[config.mk]
export PLATFORM = sky130hd
export DESIGN_NAME = regfile_neg_flat
export DESIGN_NICKNAME = d
export VERILOG_FILES = /design/src/rtl/regfile_neg_pkg.sv /design/src/rtl/regfile_neg_if.sv /design/src/rtl/regfile_neg_reg_neg_en.sv /design/src/rtl/regfile_neg.sv /design/src/flat_wrapper.sv
export SDC_FILE = /design/constraint.sdc
export NUM_CORES = 2
export LEC_CHECK = 0
export BUFFER_PORTS_ARGS = -buffer_cell sky130_fd_sc_hd__buf_2
export CORE_UTILIZATION = 35
export CTS_CLUSTER_DIAMETER = 200
export CTS_CLUSTER_SIZE = 16
export DETAILED_ROUTE_END_ITERATION = 16
export GPL_TIMING_DRIVEN = 0
export PLACE_DENSITY = 0.59
export SETUP_SLACK_MARGIN = 0.1
export SLEW_MARGIN = 10
export SYNTH_ARGS = -nofsm -noshare
export SYNTH_HDL_FRONTEND = slang
export SYNTH_HIERARCHICAL = 1
export SYNTH_SLANG_ARGS = --single-unit
export TNS_END_PERCENT = 1
[constraint.sdc]
create_clock -name clk -period 2.5 [get_ports clk]
set_clock_uncertainty 0.05 [all_clocks]
set_input_delay 0.25 -clock clk [delete_from_list [all_inputs] [get_ports clk]]
set_output_delay 0.25 -clock clk [all_outputs]
set_load 0.05 [all_outputs]
[src/rtl/regfile_neg_pkg.sv]
// rtl/regfile_neg_pkg.sv - shared register-file geometry for decode, writeback and bypass logic
package regfile_neg_pkg;

  localparam int REG_WIDTH  = 32;
  localparam int REG_ADDR_W = 5;
  localparam int REG_DEPTH  = 32;

  localparam logic [REG_ADDR_W-1:0] ZERO_REG = 5'd0;

  typedef logic [REG_WIDTH-1:0]  reg_data_t;
  typedef logic [REG_ADDR_W-1:0] reg_addr_t;

endpackage

[src/rtl/regfile_neg_if.sv]
// rtl/regfile_neg_if.sv - writeback write port and decode read ports of the register file
interface regfile_neg_if;
  import regfile_neg_pkg::*;

  logic      ctrl_writeEnable;
  reg_addr_t ctrl_writeReg;
  reg_data_t data_writeReg;
  reg_addr_t ctrl_readRegA;
  reg_addr_t ctrl_readRegB;
  reg_data_t data_readRegA;
  reg_data_t data_readRegB;

  modport master (
    output ctrl_writeEnable, ctrl_writeReg, data_writeReg,
    output ctrl_readRegA, ctrl_readRegB,
    input  data_readRegA, data_readRegB
  );

  modport slave (
    input  ctrl_writeEnable, ctrl_writeReg, data_writeReg,
    input  ctrl_readRegA, ctrl_readRegB,
    output data_readRegA, data_readRegB
  );

endinterface

[src/rtl/regfile_neg_reg_neg_en.sv]
// rtl/regfile_neg_reg_neg_en.sv - falling-edge register with enable and async active-low clear
module reg_neg_en #(
  parameter int WIDTH = 32
) (
  input  logic             clk,
  input  logic             clr,
  input  logic             en,
  input  logic [WIDTH-1:0] d,
  output logic [WIDTH-1:0] q
);

  always_ff @(negedge clk or negedge clr) begin
    if (!clr) begin
      q <= '0;
    end else if (en) begin
      q <= d;
    end
  end

endmodule

[src/rtl/regfile_neg.sv]
// rtl/regfile_neg.sv - 32x32 register file, falling-edge write, two combinational read ports
module regfile_neg
  import regfile_neg_pkg::*;
#(
  parameter int WIDTH  = REG_WIDTH,
  parameter int DEPTH  = REG_DEPTH,
  parameter int ADDR_W = REG_ADDR_W
) (
  input  logic          clk,
  input  logic          clr,
  regfile_neg_if.slave  bus
);

  logic [DEPTH-1:1]            wr_en;
  logic [DEPTH-1:0][WIDTH-1:0] regs;

  // Entry 0 has no enable bit, so the decode is one-hot over r1..rN and r0 writes vanish.
  always_comb begin
    wr_en = '0;
    for (int i = 1; i < DEPTH; i++) begin
      wr_en[i] = bus.ctrl_writeEnable && (bus.ctrl_writeReg == ADDR_W'(i));
    end
  end

  assign regs[0] = '0;

  for (genvar i = 1; i < DEPTH; i++) begin : g_reg
    reg_neg_en #(.WIDTH(WIDTH)) u_reg (
      .clk (clk),
      .clr (clr),
      .en  (wr_en[i]),
      .d   (bus.data_writeReg),
      .q   (regs[i])
    );
  end

  // No bypass: the half-cycle between the falling-edge write and the next rising edge forwards.
  assign bus.data_readRegA = regs[bus.ctrl_readRegA];
  assign bus.data_readRegB = regs[bus.ctrl_readRegB];

endmodule

[src/flat_wrapper.sv]
// flat-port wrapper written by rule: the top's interface ports become plain ports
module regfile_neg_flat import regfile_neg_pkg::*;
#(
  parameter int WIDTH  = REG_WIDTH,
  parameter int DEPTH  = REG_DEPTH,
  parameter int ADDR_W = REG_ADDR_W
)
  (clk, clr, bus_ctrl_writeEnable, bus_ctrl_writeReg, bus_data_writeReg, bus_ctrl_readRegA, bus_ctrl_readRegB, bus_data_readRegA, bus_data_readRegB);
  regfile_neg_if bus_i ();
  input  logic clk;
  input  logic clr;
  input wire logic [$bits(bus_i.ctrl_writeEnable)-1:0] bus_ctrl_writeEnable;
  input wire logic [$bits(bus_i.ctrl_writeReg)-1:0] bus_ctrl_writeReg;
  input wire logic [$bits(bus_i.data_writeReg)-1:0] bus_data_writeReg;
  input wire logic [$bits(bus_i.ctrl_readRegA)-1:0] bus_ctrl_readRegA;
  input wire logic [$bits(bus_i.ctrl_readRegB)-1:0] bus_ctrl_readRegB;
  output wire logic [$bits(bus_i.data_readRegA)-1:0] bus_data_readRegA;
  output wire logic [$bits(bus_i.data_readRegB)-1:0] bus_data_readRegB;
  assign bus_i.ctrl_writeEnable = bus_ctrl_writeEnable;
  assign bus_i.ctrl_writeReg = bus_ctrl_writeReg;
  assign bus_i.data_writeReg = bus_data_writeReg;
  assign bus_i.ctrl_readRegA = bus_ctrl_readRegA;
  assign bus_i.ctrl_readRegB = bus_ctrl_readRegB;
  assign bus_data_readRegA = bus_i.data_readRegA;
  assign bus_data_readRegB = bus_i.data_readRegB;
  regfile_neg #(.WIDTH(WIDTH), .DEPTH(DEPTH), .ADDR_W(ADDR_W)) u_core (.clk(clk), .clr(clr), .bus(bus_i));
endmodule
==> summary.txt <==
Via Count: 35500
H-tree levels: 3
Mapped Avg Cell Area: 16.3 um2
std cell rows: 149
dominant cells by area after synthesis: dfrtn_1 43%, mux2_4 24%, mux4_2 15%, buf_12 3.2%, a22o_1 2.9%
CTS buffer count: 71
sequential share of the synthesized area: 0.428
FFs w/ async S/R, synth: 1.00
Most used DFF post-synth: dfrtn_1
crit start category: input port
worst r2r src: u_core/g_reg[27].u_reg/q[17]
WHS Path Cells: 1
share of layout cells above drive strength 1: 0.550
FF-to-FF setup slack: 1.53 ns
maxcap violations: 0
final worst path period need: 4.05 ns
post-route setup TNS: -120.32 ns
post-synth top area share: 0.428
Sink Count: 992
post-synth top area cell: dfrtn_1
Hold Fails Final Rpt: 0
Crit Path Max Fanout: 10
largest net degree at the start of global routing: 149
CTS tree: built
initial core utilization: 0.352
unrepaired setup endpoints after global routing: true
commonest non-fill, non-tap cell in the layout: dfrtn_1
initial antenna violation count: 7
Fmax achieved: 0.247 GHz
vias in the first global route: 36400
Layout Utilization: 0.399
leakage power: 27.8 nW
Critical Path AT: 3.75 ns
EDFF count, synth: 0
total global-route track usage: 0.241
Clk Latency, worst-skew pair: 0.65 ns
R2R depth: 2
clk root buf: clkbuf_16
routability congestion estimate: 0.870
crit path launch: bus_ctrl_readRegB[2]
outcome: finished, violations left
final worst setup slack: -1.55 ns
total grt overflow: 0
fin crit share: 1.62
chip width: 409 um
critical path required time: 2.20 ns
die area: 167000 um2
Post-Syn Area: 58000 um2
core area: 165000 um2
final WL: 204 mm
CP endpoint kind: output pin
actual slew at the worst max-slew pin: 1.38 ns
Max-Slew Margin vs Limit: 0.0787
max-slew violations: 0
warnings from Yosys: 6
Die Y-Extent: 409 um
commonest cells after routing, fill and taps aside: 992 x dfrtn_1, 930 x mux2_4, 384 x mux4_2
FF+latch count, synth: 992
gate count of the mapped netlist: 3568
synthesized net count: 3618
Clock transition at path regs: 0.05 ns
synth unique cells: 27
first-pass GRT wire length: 289 mm
final setup vio count: 187
Clock Path Buffers: 3
max reg flops: 992
crit path to: bus_data_readRegB[6]
Place WS: -1.57 ns
biggest registers after layout: u_core/g.u_reg/q: 992 flops
number of DRC markers in iteration 0: 3517
Biggest register: u_core/g.u_reg/q
routed len/inst: 34.2 um
Power Dens Cells: 723 nW/um2
violated checks: setup timing
# IOs: 114
hold crit path type: reg2reg
total iterations of the first detailed-routing run: 6
HPWL Detailed: 137 mm
vias per cell: 5.96
WS Path Type: in2out
nets@finish: 3817
Layout area overhead: 13.4%
PortBufs: 107
VDD IR max: 0.472 mV
Antenna Nets Post-Route: 0
# DRC: 0
r2r endpoint: u_core/g_reg[27].u_reg/q[17]
-- synthesized netlist by cell type (all sizes together) (2+ instances only) --
cell type,number
dfrtn,992
and3,32
clkbuf,119
o31ai,64
and2,34
a211oi,64
a22o,192
nor2b,9
buf,218
mux4,384
o21ai,64
mux2,1056
nand2b,4
o22ai,64
mux2i,160
nand2,70
inv,2
nor2,34
nand3,4
-- worst min-delay path by stage --
stage / start / end / slack, ns
6_report: u_core/g_reg[14].u_reg/q[11] / u_core/g_reg[14].u_reg/q[11] / 0.43
5_1_grt: u_core/g_reg[14].u_reg/q[11] / u_core/g_reg[14].u_reg/q[11] / 0.43
4_1_cts: u_core/g_reg[3].u_reg/q[15] / u_core/g_reg[3].u_reg/q[15] / 0.43
3_5_place_dp: u_core/g_reg[28].u_reg/q[11] / u_core/g_reg[28].u_reg/q[11] / 0.42
3_3_place_gp: u_core/g_reg[3].u_reg/q[29] / u_core/g_reg[3].u_reg/q[29] / 0.42
2_1_floorplan: u_core/g_reg[3].u_reg/q[29] / u_core/g_reg[3].u_reg/q[29] / 0.40
-- critical path, stage by stage --
cell and delay (ns):
clkbuf_1 0.54, buf_2 0.57, buf_2 0.49, inv_1 0.35
clkbuf_1 0.50, a211oi_1 0.64, o31ai_4 0.13, buf_2 0.24
-- cell type report --
| class | count | area (um2) |
|---|---|---|
| diodes | 1 | 2.50 |
| clock buffers | 75 | 1880 |
| inverters | 2 | 7.51 |
| clock inverters | 2 | 32.5 |
| repair buffers | 126 | 1200 |
| plain buffers | 337 | 3300 |
| fillers | 15100 | 99000 |
| well taps | 2189 | 2740 |
| multi-input cells | 2237 | 31800 |
| flip-flops and latches | 992 | 24800 |
-- where the power goes --
| group | internal (mW) | switching [mW] |
|---|---|---|
| registers | 19.5 | 2.61 |
| logic | 8.15 | 5.96 |
| clock network | 5.33 | 6.00 |
| total | 33.0 | 14.6 |
-- logic make-up after synthesis --
group,count (synthesis),share of synthesized area
muxes,1600,0.442
DFF,992,0.428
AOI/OAI and AO/OA,448,0.0580
buffers and inverters,339,0.0564
and+or+nand+nor,189,0.0158
-- repair_timing --
item,CTS,global route
buffers inserted,4,7
hold endpoints to repair,0,0
resized for setup,194,67
hold buffers,0,0
endpoints found under the setup margin,909,1164
pin swaps,41,19
-- stage by stage --
stage               cells  total power [mW]  instance area (um2)  hold slack (ns)
floorplan            3568              31.7                59200            0.402
global placement     5864              35.4                62500            0.416
detailed placement   5872              35.6                62700            0.422
CTS                  5953              47.5                65500            0.426
global route         5961              49.3                65800            0.434
finish               5961              47.5                65800            0.425
-- routing by layer --
metal | global-route usage | vias up | part of all wire
met5 | 0 | - | 0.00021
met4 | 0.0820 | 6 | 0.039
met3 | 0.0438 | 364 | 0.069
met2 | 0.361 | 1601 | 0.45
met1 | 0.348 | 19400 | 0.44
li1 | - | 14200 | -
Note: power is estimated with default switching activity, not from simulation.
